<file path="config.mk">
export PLATFORM = sky130hd
export DESIGN_NAME = pc_sequencer_flat
export DESIGN_NICKNAME = d
export VERILOG_FILES = /design/src/rtl/pc_seq_pkg.sv /design/src/rtl/pc_sequencer_if.sv /design/src/rtl/pc_sequencer_bubble_counter.sv /design/src/rtl/pc_sequencer.sv /design/src/flat_wrapper.sv
export SDC_FILE = /design/constraint.sdc
export NUM_CORES = 1
export LEC_CHECK = 0
export BUFFER_PORTS_ARGS = -buffer_cell sky130_fd_sc_hd__buf_4
export CAP_MARGIN = 20
export CORE_AREA = 2 2 47 49
export CTS_BUF_LIST = sky130_fd_sc_hd__clkbuf_8
export CTS_CLUSTER_SIZE = 40
export DETAILED_ROUTE_END_ITERATION = 8
export DIE_AREA = 0 0 49 51
export GPL_TIMING_DRIVEN = 0
export MAX_ROUTING_LAYER = met4
export PLACE_DENSITY = 0.79
export SLEW_MARGIN = 20
export SYNTH_ARGS = -nofsm -noshare
export SYNTH_HDL_FRONTEND = slang
export SYNTH_HIERARCHICAL = 1
export SYNTH_SLANG_ARGS = --single-unit
export TNS_END_PERCENT = 20
</file>
<file path="constraint.sdc">
create_clock -name clk -period 2.75 [get_ports clk]
set_input_delay 0.55 -clock clk [delete_from_list [all_inputs] [get_ports clk]]
set_output_delay 0.55 -clock clk [all_outputs]
set_load 0.1 [all_outputs]
</file>
<file path="src/rtl/pc_seq_pkg.sv">
// Shared constants and FSM state type for the program-counter sequencer.
package pc_seq_pkg;

  localparam int PC_ADDR_W       = 6;
  localparam int PC_RESET_ADDR   = 0;
  localparam int PC_FLUSH_CYCLES = 2;

  typedef enum logic [1:0] {
    IDLE   = 2'd0,
    RUN    = 2'd1,
    FLUSH  = 2'd2,
    HALTED = 2'd3
  } seq_state_t;

endpackage

</file>
<file path="src/rtl/pc_sequencer_if.sv">
// Control/PC bus between decode/execute, the sequencer and the PC register.
interface pc_sequencer_if #(
  parameter int ADDR_W = pc_seq_pkg::PC_ADDR_W
);
  logic              start;
  logic              stall;
  logic              branch_taken;
  logic [ADDR_W-1:0] branch_target;
  logic              halt;
  logic              pc_en;
  logic [ADDR_W-1:0] pc_next;
  logic [ADDR_W-1:0] pc;
  logic              flush;
  logic              running;
  logic              halted;
  logic              wrap;

  modport master (
    output start, stall, branch_taken, branch_target, halt,
    input  pc_en, pc_next, pc, flush, running, halted, wrap
  );

  modport slave (
    input  start, stall, branch_taken, branch_target, halt,
    output pc_en, pc_next, pc, flush, running, halted, wrap
  );
endinterface

</file>
<file path="src/rtl/pc_sequencer_bubble_counter.sv">
// Branch-penalty bubble counter: load, decrement, and a flag for the final bubble.
module bubble_counter (
  input  logic       clk,
  input  logic       rst,
  input  logic       load_i,
  input  logic [2:0] load_val_i,
  input  logic       dec_i,
  output logic       last_o
);

  logic [2:0] cnt_q;

  always_ff @(posedge clk or negedge rst) begin
    if (!rst) begin
      cnt_q <= 3'd0;
    end else if (load_i) begin
      cnt_q <= load_val_i;
    end else if (dec_i && (cnt_q != 3'd0)) begin
      cnt_q <= cnt_q - 3'd1;
    end
  end

  // High when the count reaches zero at the end of this cycle.
  assign last_o = (cnt_q <= 3'd1);

endmodule

</file>
<file path="src/rtl/pc_sequencer.sv">
// Next-fetch-address selection and PC write enable with stall, branch flush and halt.
//   state  | meaning
//   IDLE   | out of reset, waiting for start
//   RUN    | fetching: sequential, stall or branch redirect
//   FLUSH  | bubble cycles after a taken branch, PC held at target
//   HALTED | halt decoded, waiting for start
module pc_sequencer
  import pc_seq_pkg::*;
#(
  parameter int ADDR_W       = PC_ADDR_W,
  parameter int RESET_ADDR   = PC_RESET_ADDR,
  parameter int FLUSH_CYCLES = PC_FLUSH_CYCLES
) (
  input  logic           clk,
  input  logic           rst,
  pc_sequencer_if.slave  bus
);

  localparam logic [ADDR_W-1:0] RST_PC      = ADDR_W'(RESET_ADDR);
  localparam logic [2:0]        BUBBLE_LOAD = 3'(FLUSH_CYCLES - 1);
  localparam bit                HAS_BUBBLE  = (FLUSH_CYCLES > 1);

  seq_state_t        state_q, state_d;
  logic [ADDR_W-1:0] pc_q;
  logic              pc_en;
  logic [ADDR_W-1:0] pc_next;
  logic              flush;
  logic              wrap;
  logic              cnt_load;
  logic              cnt_dec;
  logic              cnt_last;

  bubble_counter u_bubble (
    .clk        (clk),
    .rst        (rst),
    .load_i     (cnt_load),
    .load_val_i (BUBBLE_LOAD),
    .dec_i      (cnt_dec),
    .last_o     (cnt_last)
  );

  // pc_q mirrors the external PC register, so it follows the same enable/address.
  always_ff @(posedge clk or negedge rst) begin
    if (!rst) begin
      state_q <= IDLE;
      pc_q    <= RST_PC;
    end else begin
      state_q <= state_d;
      if (pc_en) pc_q <= pc_next;
    end
  end

  always_comb begin
    state_d = state_q;
    case (state_q)
      IDLE, HALTED: if (bus.start) state_d = RUN;
      RUN: begin
        if (bus.halt)              state_d = HALTED;
        else if (bus.branch_taken) state_d = HAS_BUBBLE ? FLUSH : RUN;
      end
      FLUSH: if (cnt_last) state_d = RUN;
      default: state_d = IDLE;
    endcase
  end

  always_comb begin
    pc_en    = 1'b0;
    pc_next  = pc_q;
    flush    = 1'b0;
    wrap     = 1'b0;
    cnt_load = 1'b0;
    cnt_dec  = 1'b0;
    case (state_q)
      IDLE, HALTED: begin
        pc_next = RST_PC;
        pc_en   = bus.start && rst;
      end
      RUN: begin
        // Halt outranks a same-cycle branch; a stall only matters on sequential fetch.
        if (bus.halt) begin
          pc_en = 1'b0;
        end else if (bus.branch_taken) begin
          pc_en    = 1'b1;
          pc_next  = bus.branch_target;
          flush    = 1'b1;
          cnt_load = 1'b1;
        end else if (!bus.stall) begin
          pc_en   = 1'b1;
          pc_next = pc_q + ADDR_W'(1);
          wrap    = &pc_q;
        end
      end
      FLUSH: begin
        flush   = 1'b1;
        cnt_dec = 1'b1;
      end
      default: ;
    endcase
  end

  assign bus.pc_en   = pc_en;
  assign bus.pc_next = pc_next;
  assign bus.pc      = pc_q;
  assign bus.flush   = flush;
  assign bus.wrap    = wrap;
  assign bus.running = (state_q == RUN) || (state_q == FLUSH);
  assign bus.halted  = (state_q == HALTED);

endmodule

</file>
<file path="src/flat_wrapper.sv">
// flat-port wrapper written by rule: the top's interface ports become plain ports
module pc_sequencer_flat import pc_seq_pkg::*;
#(
  parameter int ADDR_W       = PC_ADDR_W,
  parameter int RESET_ADDR   = PC_RESET_ADDR,
  parameter int FLUSH_CYCLES = PC_FLUSH_CYCLES
)
  (clk, rst, bus_start, bus_stall, bus_branch_taken, bus_branch_target, bus_halt, bus_pc_en, bus_pc_next, bus_pc, bus_flush, bus_running, bus_halted, bus_wrap);
  pc_sequencer_if #(.ADDR_W(ADDR_W)) bus_i ();
  input  logic clk;
  input  logic rst;
  input wire logic [$bits(bus_i.start)-1:0] bus_start;
  input wire logic [$bits(bus_i.stall)-1:0] bus_stall;
  input wire logic [$bits(bus_i.branch_taken)-1:0] bus_branch_taken;
  input wire logic [$bits(bus_i.branch_target)-1:0] bus_branch_target;
  input wire logic [$bits(bus_i.halt)-1:0] bus_halt;
  output wire logic [$bits(bus_i.pc_en)-1:0] bus_pc_en;
  output wire logic [$bits(bus_i.pc_next)-1:0] bus_pc_next;
  output wire logic [$bits(bus_i.pc)-1:0] bus_pc;
  output wire logic [$bits(bus_i.flush)-1:0] bus_flush;
  output wire logic [$bits(bus_i.running)-1:0] bus_running;
  output wire logic [$bits(bus_i.halted)-1:0] bus_halted;
  output wire logic [$bits(bus_i.wrap)-1:0] bus_wrap;
  assign bus_i.start = bus_start;
  assign bus_i.stall = bus_stall;
  assign bus_i.branch_taken = bus_branch_taken;
  assign bus_i.branch_target = bus_branch_target;
  assign bus_i.halt = bus_halt;
  assign bus_pc_en = bus_i.pc_en;
  assign bus_pc_next = bus_i.pc_next;
  assign bus_pc = bus_i.pc;
  assign bus_flush = bus_i.flush;
  assign bus_running = bus_i.running;
  assign bus_halted = bus_i.halted;
  assign bus_wrap = bus_i.wrap;
  pc_sequencer #(.ADDR_W(ADDR_W), .RESET_ADDR(RESET_ADDR), .FLUSH_CYCLES(FLUSH_CYCLES)) u_core (.clk(clk), .rst(rst), .bus(bus_i));
endmodule
</file>
# Word level (Yosys, flattened, before mapping)

Index checks and enable logic that the tools add are counted.

Word-level logic and storage cells: 45
Flip-flop bits (word level): 11
Bits of input ports: 12
Output and inout port bits: 17

Order comparisons: 1
$add $sub $neg: 2
Mux-type cells: 24
Reductions and logical operators: 9
Equality and inequality tests: 6

Operators by type and width:

| kind                                                                             | number |
|---|---|
| 6-bit two-way mux                                                                | 3 |
| 6-bit case mux with 2 select lines                                               | 1 |
| 1-bit two-way mux                                                                | 11 |
| 2-bit two-way mux                                                                | 4 |
| 6-bit by 1-bit adder with 6-bit output, second input constant                    | 1 |
| 3-bit two-way mux                                                                | 2 |
| 2-bit case mux with 3 select lines                                               | 1 |
| 6-bit AND reduction                                                              | 1 |
| 2-bit == test, second input constant                                             | 2 |
| 1-bit case mux with 2 select lines                                               | 2 |
| 3-bit by 1-bit less-or-equal comparator with 1-bit output, second input constant | 1 |
| 3-bit != test, second input constant                                             | 1 |
| 3-bit AND reduction                                                              | 1 |
| 3-bit nonzero test                                                               | 1 |
| 3-bit by 1-bit subtractor with 3-bit output, second input constant               | 1 |
| 2-bit by 1-bit == test with 1-bit output, second input constant                  | 1 |
| 1-bit logical AND                                                                | 2 |
| 2-bit logical NOT                                                                | 1 |
| 2-bit by 1-bit != test with 1-bit output, second input constant                  | 1 |
| 2-bit != test, second input constant                                             | 1 |
| 2-bit nonzero test                                                               | 1 |
| 2-bit OR reduction                                                               | 1 |
| 1-bit logical OR                                                                 | 1 |

# Longest topological paths before layout

Gate-level depths: netlist of run 1.

Word-level depth: 5
Depth in mapped cells: 7
Mapped depth without buffers: 7

# Hierarchy

Netlist of run 1, hierarchy kept.

Modules (own cells, without submodules):

| module         | cells each | area each (um^2) | instances | sequential area each (um^2) |
|---|---|---|---|---|
| pc_sequencer   | 93         | 789.5            | 1         | 200.2 |
| bubble_counter | 25         | 221.5            | 1         | 75.1 |

# Worst setup path before layout of run 1

Ideal clock, no wire load.

Kind: register -> output
Start: register u_core.pc_q[0] (netlist: u_core/bus.pc[0])
End: output port bus_wrap
Arrival time: 3.595 ns
Required time: 2.200 ns
Stages on the path, launching flop included: 4
Setup slack: -1.395 ns
Path buffers: 0
Cell sequence: dfrtp_1 > ha_1 > nand4b_1 > nor3_1

Longest elaborated chain between the ends: 5

RTL lines:

| what                     | line               | source |
|---|---|---|
| start: declaration       | pc_sequencer.sv:24 | `logic [ADDR_W-1:0] pc_q;` |
| start signal: assignment | pc_sequencer.sv:49 | `if (pc_en) pc_q <= pc_next;` |
| 6-bit AND reduction      | pc_sequencer.sv:90 | `wrap = &pc_q;` |
| 1-bit two-way mux        | pc_sequencer.sv:87 | `end else if (!bus.stall) begin` |
| 1-bit two-way mux        | pc_sequencer.sv:82 | `end else if (bus.branch_taken) begin` |
| 1-bit two-way mux        | pc_sequencer.sv:80 | `if (bus.halt) begin` |
| 1-bit two-way mux        | pc_sequencer.sv:73 | `case (state_q)` |
| end: declaration         | flat_wrapper.sv:23 | `output wire logic [$bits(bus_i.wrap)-1:0] bus_wrap;` |

No other way between the ends.

# Worst setup path after layout of run 1

Start: register u_core.state_q[0]
End: output port bus_pc_next[4]

Longest elaborated chain between the ends: 3
Elaborated cells between the ends (all ways): 5
Classes of those cells: 2 x eq/ne; 1 x mux; 2 x reduce/logical

RTL lines:

| what                                                      | line               | source |
|---|---|---|
| start: declaration                                        | pc_sequencer.sv:23 | `seq_state_t state_q, state_d;` |
| start signal: assignment                                  | pc_sequencer.sv:48 | `state_q <= state_d;` |
| 2-bit == test / 2-bit logical NOT (equally long branches) | pc_sequencer.sv:73 |  |
| 2-bit OR reduction                                        | pc_sequencer.sv:73 |  |
| 6-bit case mux with 2 select lines (*)                    | pc_sequencer.sv:73 |  |
| end: declaration                                          | flat_wrapper.sv:18 | `output wire logic [$bits(bus_i.pc_next)-1:0] bus_pc_next;` |

Mark *: on every way between the ends. The rest lies on a longest branch, timed or not.

==> results.toml, run 1 <==
[run_status]
outcome = "complete, no violations"

[global_routing]
grt_pass1_vias = 935
antenna_found_initial = 0
grt_first_pass_wirelength_mm = 4.24
grt.total_usage_pct = 23.2
grt_max_degree = 13
grt-ovfl-total = 0

[setup_path]
reg2reg_depth = 7
path_max_fanout = 9
cp_slowest_cell = "dfrtp_1"
path_cells = "inv_1 > ha_2 > clkbuf_4 > nand2b_4 > a221oi_4 > a21o_1 > a22o_2 > buf_12"
reg2reg_slack_ps = 820
slowest_delay_ps = 420
rr_startpoint = "u_core/state_q[1]"
crit_type = "register to output pin"
rr_endpoint = "u_core/bus.pc[5]"
cp.arrival_ps = 2060
cp_data_required_time_ps = 2200
start_kind = "register"
cp-end-kind = "output pin"

[job]
maxCapViolations = 0

[sta]
fmax_mhz = 384
fin_skew_ps = 6.69
period_needed_ps = 2610
hold_viol_final = 0
drv_slew = 0
timing.final.ws_setup_ps = 143
grt_setup_unrepaired = "false"
timing.final.crit_share_pct = 94.8
finalSetupViolations = 0

[clock_network]
cts_buffers = 3
clkLatencyLatePin_ps = 240
cts.sinks = 11
cts_tree = "done"
cts_buffer_depth = 2
ctsHtreeMaxLevel = 1
cts-root-buf = "clkbuf_8"
clk_pin_slew_ps = 60

[floorplan]
die_y_um = 51
core_area_sq_mm = 0.00206
fp.dieArea_sq_mm = 0.00250
pin_count = 29
die_w_um = 49
row_count = 17
initial_core_util_pct = 49.0

[place]
port_buffers = 27
gp_congestion = 0.809
dpl.hpwl_mm = 1.85
pre_cts_slack_ps = -51.8

[finish]
antenna_cells = 0
layout-drive-gt1-share_pct = 35.1
synthToLayoutAreaGrowth_pct = 38.9
nFillCells = 189
nets = 171

[drt]
vias = 1002
firstDrtPassIters = 4
ant_nets = 0
drt_iter0_markers = 25
drc = 0
avgRoutedWirePerCell_um = 14.2
wl_mm = 2.53
via_per_inst = 5.60

[logic_synthesis]
async_reset_ff_share_pct = 100
ys_warn_count = 6
yosysMostFrequentCell = "inv_1"
synthCells = 118
yosys-top-cells-area = "dfrtp_1 (27%), ha_1 (8.7%), inv_1 (5.2%), mux2_4 (4.5%), nand2_1 (3.3%)"
synth-edff-count = 0
yosysSeqAreaShare_pct = 27.2
syn_area_per_cell_sq_um = 8.57
synth_commonest_cells = "inv_1 (14), dfrtp_1 (11), nand2_1 (9)"
netlist_area_sq_mm = 0.00101
ys_ff_latch = 11
ys.flop_type = "dfrtp_1"
synth_cell_types = 45
yosysTopAreaCellShare_pct = 27.2
netlist.top_cell.by_area = "dfrtp_1"

[worst_hold_path]
hold_path_class = "primary input to async pin"
==> layout make-up <==
| class | count | area (sq um) | area share (%) |
|---|---|---|---|
| plain buffers | 4 | 35.0 | 2.50 |
| clock buffers | 3 | 41.3 | 2.94 |
| clock inverters | 1 | 3.75 | 0.267 |
| inverters | 14 | 52.6 | 3.74 |
| multi-input cells | 90 | 731 | 52.0 |
| flip-flops and latches | 11 | 275 | 19.6 |
| well taps | 28 | 35.0 | 2.50 |
| repair buffers | 28 | 230 | 16.4 |
==> metal layers <==
metal	global-route usage (%)	part of all wire, %	vias up
li1	-	-	494
met1	29.1	48	474
met2	37.2	46	30
met3	2.34	4.4	4
met4	12.9	2.0	0
met5	-	0	-
==> critical path: cells and delay by family (launching register included) <==
kind	cells	cell delay (ps)
AO/OA/AOI/OAI	3	500
buffers and inverters	3	470
flip-flops	1	420
adder cells (fa/ha/maj)	1	230
AND/OR/NAND/NOR	1	200
==> sequential cells by signal (all words and copies together), names as in the netlist <==
signal	flops
u_core/state_q	2
u_core/u_bubble/cnt_q	3
u_core/bus.pc	6
==> cells by family (layout without fill, tap and decap cells) <==
family	count (synthesis)	in the layout	synth area share (%)
adders and majority gates	7	7	8.66
muxes	7	7	8.54
AOI/OAI and AO/OA	36	36	25.7
other	2	3	0.743
buffers and inverters	18	50	8.29
DFF	11	11	27.2
and+or+nand+nor	37	37	20.8
==> cells in the final DEF, fill, tap and decap left out, types with 2 or more instances in the layout <==
cell and count:
nor3_1 3, conb_1 3, o22ai_1 2, ha_1 6, a221oi_2 2, o21ai_2 2, mux2_4 3, buf_6 2
a21o_1 3, buf_4 26, nand2b_4 2, inv_1 15, nand3_1 4, clkbuf_8 3, nand2_1 9, nor2_1 6
o21a_1 2, mux2i_1 3, dfrtp_1 11, a31oi_1 2, o21ai_0 4, a21oi_1 5, and2b_1 3
==> per-stage QoR <==
stage	cells	utilization [%]	hold WS, ps	cell area [sq um]	setup TNS (ps)
5_1_grt	179	68.0	147	1400	0
3_5_place_dp	174	62.7	405	1290	-51.8
3_3_place_gp	174	62.7	399	1290	-1.61
4_1_cts	178	66.8	141	1380	0
6_report	179	68.0	137	1400	0
2_1_floorplan	119	-	254	1060	-595
==> worst max path at each step <==
| stage | start | endpoint | slack, ps | depth (start not counted) |
|---|---|---|---|---|
| after floorplan | u_core/bus.pc[2] | bus_pc_next[3] | -190 | 4 |
| after CTS | u_core/state_q[0] | bus_pc_next[4] | 5 | 8 |
| final | u_core/state_q[0] | bus_pc_next[4] | 140 | 8 |
| after global placement | u_core/state_q[0] | bus_pc_next[4] | -2 | 8 |
| after detailed placement | u_core/state_q[0] | bus_pc_next[4] | -50 | 8 |
| after global routing | u_core/state_q[0] | bus_pc_next[4] | 30 | 8 |
==> repair_timing <==
item / CTS / global route
setup endpoints to repair: 2 / 2
gates resized for setup: 9 / 4
pin swaps: 0 / 0
buffers inserted: 0 / 1
hold buffers: 0 / 0
Power of run 1 is not shown: default switching activity piles up to over one toggle a cycle in this logic, so the estimate is an artifact.
==> run 2, diff against run 1 <==
Clock period 2.75 ns to 2.8 ns, I/O delays scaled along.
==> run 2 against run 1 <==
  * Final area is 1.2% lower
  * Hold slack improved by 8.5 ps
  * Via count rose by 1.1%
  * First-iteration DRC count fell by 36%
  * Clock skew rose by 1.5 ps
==> results.toml, run 2 (synthesis results as in run 1) <==
[setup_path]
cp_data_required_time_ps = 2240
cp-end-kind = "output pin"
cp_top_family = "compound AO/OA/AOI/OAI gates"
rr_startpoint = "u_core/state_q[1]"
start_kind = "register"
cp.arrival_ps = 2120
slowest_delay_ps = 380
cp_slowest_cell = "dfrtp_1"
path_max_fanout = 9
crit_type = "register to output pin"
path_cells = "inv_1 > ha_1 > clkbuf_4 > nand2b_4 > a221oi_4 > a21o_1 > a22o_2 > buf_8"
reg2reg_depth = 7
rr_endpoint = "u_core/bus.pc[1]"
reg2reg_slack_ps = 840
critPathBufInv = 3

[sta]
fin_skew_ps = 8.16
fmax_mhz = 373
finalSetupViolations = 0
grt_setup_unrepaired = "false"
hold_viol_final = 0
hold_ws_ps = 145
drv_slew = 0
period_needed_ps = 2680
timing.final.crit_share_pct = 95.8
finalSetupTns_ps = 0

[clock_network]
clkLatencyLatePin_ps = 240
cts.sinks = 11
ctsHtreeMaxLevel = 1
cts_buffers = 3
clk_pin_slew_ps = 60
cts-root-buf = "clkbuf_8"
cts_tree = "done"
cts_buffer_depth = 2

[drt]
ant_nets = 0
avgRoutedWirePerCell_um = 14.3
via_per_inst = 5.66
firstDrtPassIters = 4
vias = 1013
drt_iter0_markers = 16
wl_mm = 2.57
drc = 0

[place]
place_area_sq_mm = 0.00128
port_buffers = 27
gp_congestion = 0.788
dpl.hpwl_mm = 1.86

[floorplan]
row_count = 17
core_area_sq_mm = 0.00206
pin_count = 29
die_y_um = 51
fp.dieArea_sq_mm = 0.00250
die_w_um = 49
initial_core_util_pct = 49.0

[global_routing]
grt_max_degree = 13
grt_pass1_vias = 974
grt_first_pass_wirelength_mm = 4.44
grt.total_usage_pct = 23.5
antenna_found_initial = 0
grt-ovfl-total = 0

[finish]
final_common_cell = "buf_4"
final_cell_mix = "buf_4 (26), inv_1 (15), dfrtp_1 (11)"
largest_register_ff_count = 6
design_area_sq_mm = 0.00139
antenna_cells = 0
nets = 171
layout-drive-gt1-share_pct = 33.8
final_core_util_pct = 67.2
synthToLayoutAreaGrowth_pct = 37.1

[run_status]
outcome = "complete, no violations"

[job]
maxCapViolations = 0

[worst_hold_path]
hold_path_class = "primary input to async pin"
[run 2: changes by cell type in the layout (fill, tap and decap cells not counted)]
cell	delta
o21ai_1	+1
a32oi_2	+1
ha_1	+1
a32oi_4	-1
o21ai_2	-1
ha_2	-1
[run 2: how the worst max path moves through the flow]
stage               slack (ps)              start  depth (start not counted)             end
finish                     120  u_core/state_q[0]                          8  bus_pc_next[4]
global placement            30  u_core/state_q[0]                          8  bus_pc_next[4]
CTS                         10  u_core/state_q[0]                          8  bus_pc_next[4]
floorplan                 -270   u_core/bus.pc[0]                          4  bus_pc_next[2]
global route                10  u_core/state_q[0]                          8  bus_pc_next[4]
detailed placement         -50  u_core/state_q[0]                          8  bus_pc_next[4]
[run 2: repair_timing]
| action | 4_1_cts | 5_1_grt |
|---|---|---|
| setup buffers | 0 | 1 |
| pin swaps | 0 | 0 |
| resized for setup | 7 | 5 |
| setup endpoints to repair | 2 | 2 |
| hold buffers | 0 | 0 |
[run 2: final cells by class]
| class | count | area [sq um] |
|---|---|---|
| multi-input cells | 90 | 713 |
| fillers | 172 | 677 |
| flip-flops and latches | 11 | 275 |
| repair buffers | 28 | 230 |
| inverters | 14 | 52.6 |
| clock buffers | 3 | 41.3 |
| plain buffers | 4 | 35.0 |
| well taps | 28 | 35.0 |
| clock inverters | 1 | 3.75 |
[run 2: per-layer routing]
layer  global-route usage (%)  vias to the layer above  part of all wire (%)
met1                     30.0                      483                    45
met5                        -                        -                     0
met4                     10.0                        0                   1.4
met3                     1.75                        4                   5.2
met2                     38.8                       36                    49
li1                         -                      490                     -
[run 2: metrics by stage]
| stage | setup slack, ps | cells |
|---|---|---|
| floorplan | -268 | 119 |
| global placement | 33.4 | 174 |
| detailed placement | -52.6 | 174 |
| CTS | 13.2 | 178 |
| global route | 12.6 | 179 |
| finish | 117 | 179 |
Power of run 2 is left out for the same reason.
==> run 3, diff against run 2 <==
Settings changed: PLACE_DENSITY 0.79 to 0.9.
==> run 3 against run 2 <==
  * Final area down 2.3%
  * Clock skew decreased by 5.6 ps
  * Final cell count fell by 1.1%
  * Critical path type unchanged
  * Wire length rose by 3.0%
  * Via count down 0.20%
  * First-iteration DRC count grew 100%
  * Non-clock buffer count shrank 2
  * Global-route usage fell by 0.83 points
  * Critical path depth decreased by 1
  * Register-to-register slack improved by 40 ps
==> results.toml, run 3 (synthesis results as in run 1) <==
[finish]
synthToLayoutAreaGrowth_pct = 33.9
seqCellArea_sq_um = 275
layout-drive-gt1-share_pct = 32.9
final_cells = 177
nets = 169
antenna_cells = 0
final_common_cell = "buf_4"
nFillCells = 188
final_cell_mix = "buf_4 (25), inv_1 (15), dfrtp_1 (11)"
multi_input_area_sq_um = 704
largest_register_ff_count = 6
design_area_sq_mm = 0.00135

[sta]
hold_viol_final = 0
grt_setup_unrepaired = "false"
drv_slew = 0
fmax_mhz = 384
fin_skew_ps = 2.57
finalSetupViolations = 0
timing.final.crit_share_pct = 93.0
period_needed_ps = 2600

[clock_network]
postCtsHoldBufs = 0
clkLatencyLatePin_ps = 240
cts.sinks = 11
cts_resized = 6
postCtsSetupBuffers = 0
cts_buffers = 3
clk_pin_slew_ps = 50
cts-root-buf = "clkbuf_8"
cts_buffer_depth = 2
cts_tree = "done"
ctsHtreeMaxLevel = 1

[drt]
firstDrtPassIters = 4
vias = 1011
wl_met1_mm = 1.16
via_per_inst = 5.71
avgRoutedWirePerCell_um = 14.9
wl_met2_mm = 1.34
ant_nets = 0
wl_met3_um = 112
wl_mm = 2.65
top_layer = "met4"
drt_iter0_markers = 32
drc = 0

[global_routing]
antenna_found_initial = 0
grt.total_usage_pct = 22.7
grt_first_pass_wirelength_mm = 4.24
grt_pass1_vias = 985
grt_max_degree = 13
grt-ovfl-total = 0

[floorplan]
fp.dieArea_sq_mm = 0.00250
row_count = 17
pin_count = 29
die_w_um = 49
die_y_um = 51
core_area_sq_mm = 0.00206
initial_core_util_pct = 49.0

[setup_path]
cp_data_required_time_ps = 2240
crit_type = "register to output pin"
path_max_fanout = 14
start_kind = "register"
path_cells = "inv_1 > ha_2 > nand2b_2 > a221oi_4 > a21o_1 > a22o_2 > buf_8"
critPathBufInv = 2
cp.arrival_ps = 2040
cp-end-kind = "output pin"
cp_slowest_cell = "dfrtp_1"
cp_top_family = "compound AO/OA/AOI/OAI gates"
slowest_delay_ps = 410

[run_status]
outcome = "complete, no violations"

[place]
dpl.cell_count = 174
place_area_sq_mm = 0.00128
gp_congestion = 0.818
port_buffers = 27
dpl.hpwl_mm = 1.98

[worst_hold_path]
hold_path_class = "primary input to async pin"

[job]
maxCapViolations = 0
-- run 3: changes by cell type in the layout (fill, tap and decap cells not counted), sizes merged --
cell / before / now
clkbuf: 4 / 3
buf: 31 / 30
-- run 3: final timing paths --
check	slack [ps]	depth (start not counted)	start	endpoint
max in group asynchronous	2490	1	rst	u_core/bus.pc[2]
worst min register to register	550	2	u_core/u_bubble/cnt_q[1]	u_core/u_bubble/cnt_q[1]
worst min-delay path	150	1	rst	u_core/bus.pc[3]
worst max register to register	880	7	u_core/state_q[1]	u_core/bus.pc[2]
worst max-delay path	200	7	u_core/state_q[0]	bus_pc_next[4]
min in group clk	550	2	u_core/u_bubble/cnt_q[1]	u_core/u_bubble/cnt_q[1]
-- run 3: metrics by stage --
stage / setup TNS (ps) / hold slack [ps] / setup WS [ps] / util (%)
2_1_floorplan: -1030 / 264 / -268 / -
3_3_place_gp: 0 / 407 / 38.7 / 62.0
3_5_place_dp: -11.1 / 410 / -11.1 / 62.0
4_1_cts: 0 / 155 / 1.37 / 65.2
5_1_grt: 0 / 163 / 99.1 / 65.6
6_report: 0 / 152 / 197 / 65.6
-- run 3: cell type report --
class                      instances  share of cell area (%)
clock inverter                     1                   0.277
timing repair buffer              27                    15.8
tap                               28                    2.59
inverter                          14                    3.88
multi-input combinational         90                    52.0
sequential                        11                    20.3
buffer                             3                    2.03
clock buffer                       3                    3.05
-- run 3: routing by layer --
metal	up-vias	track usage [%]
li1	482	-
met1	493	24.9
met2	33	41.1
met3	3	2.92
met4	0	10.5
met5	-	-
-- run 3: worst register-to-register path: stages, from the launching register on --
cell	delay [ps]
dfrtp_1	400
inv_1	60
ha_1	290
and2b_1	220
a32o_1	240
and2_4	170
buf_6	130
mux2_4	290
Power of run 3 is left out for the same reason.
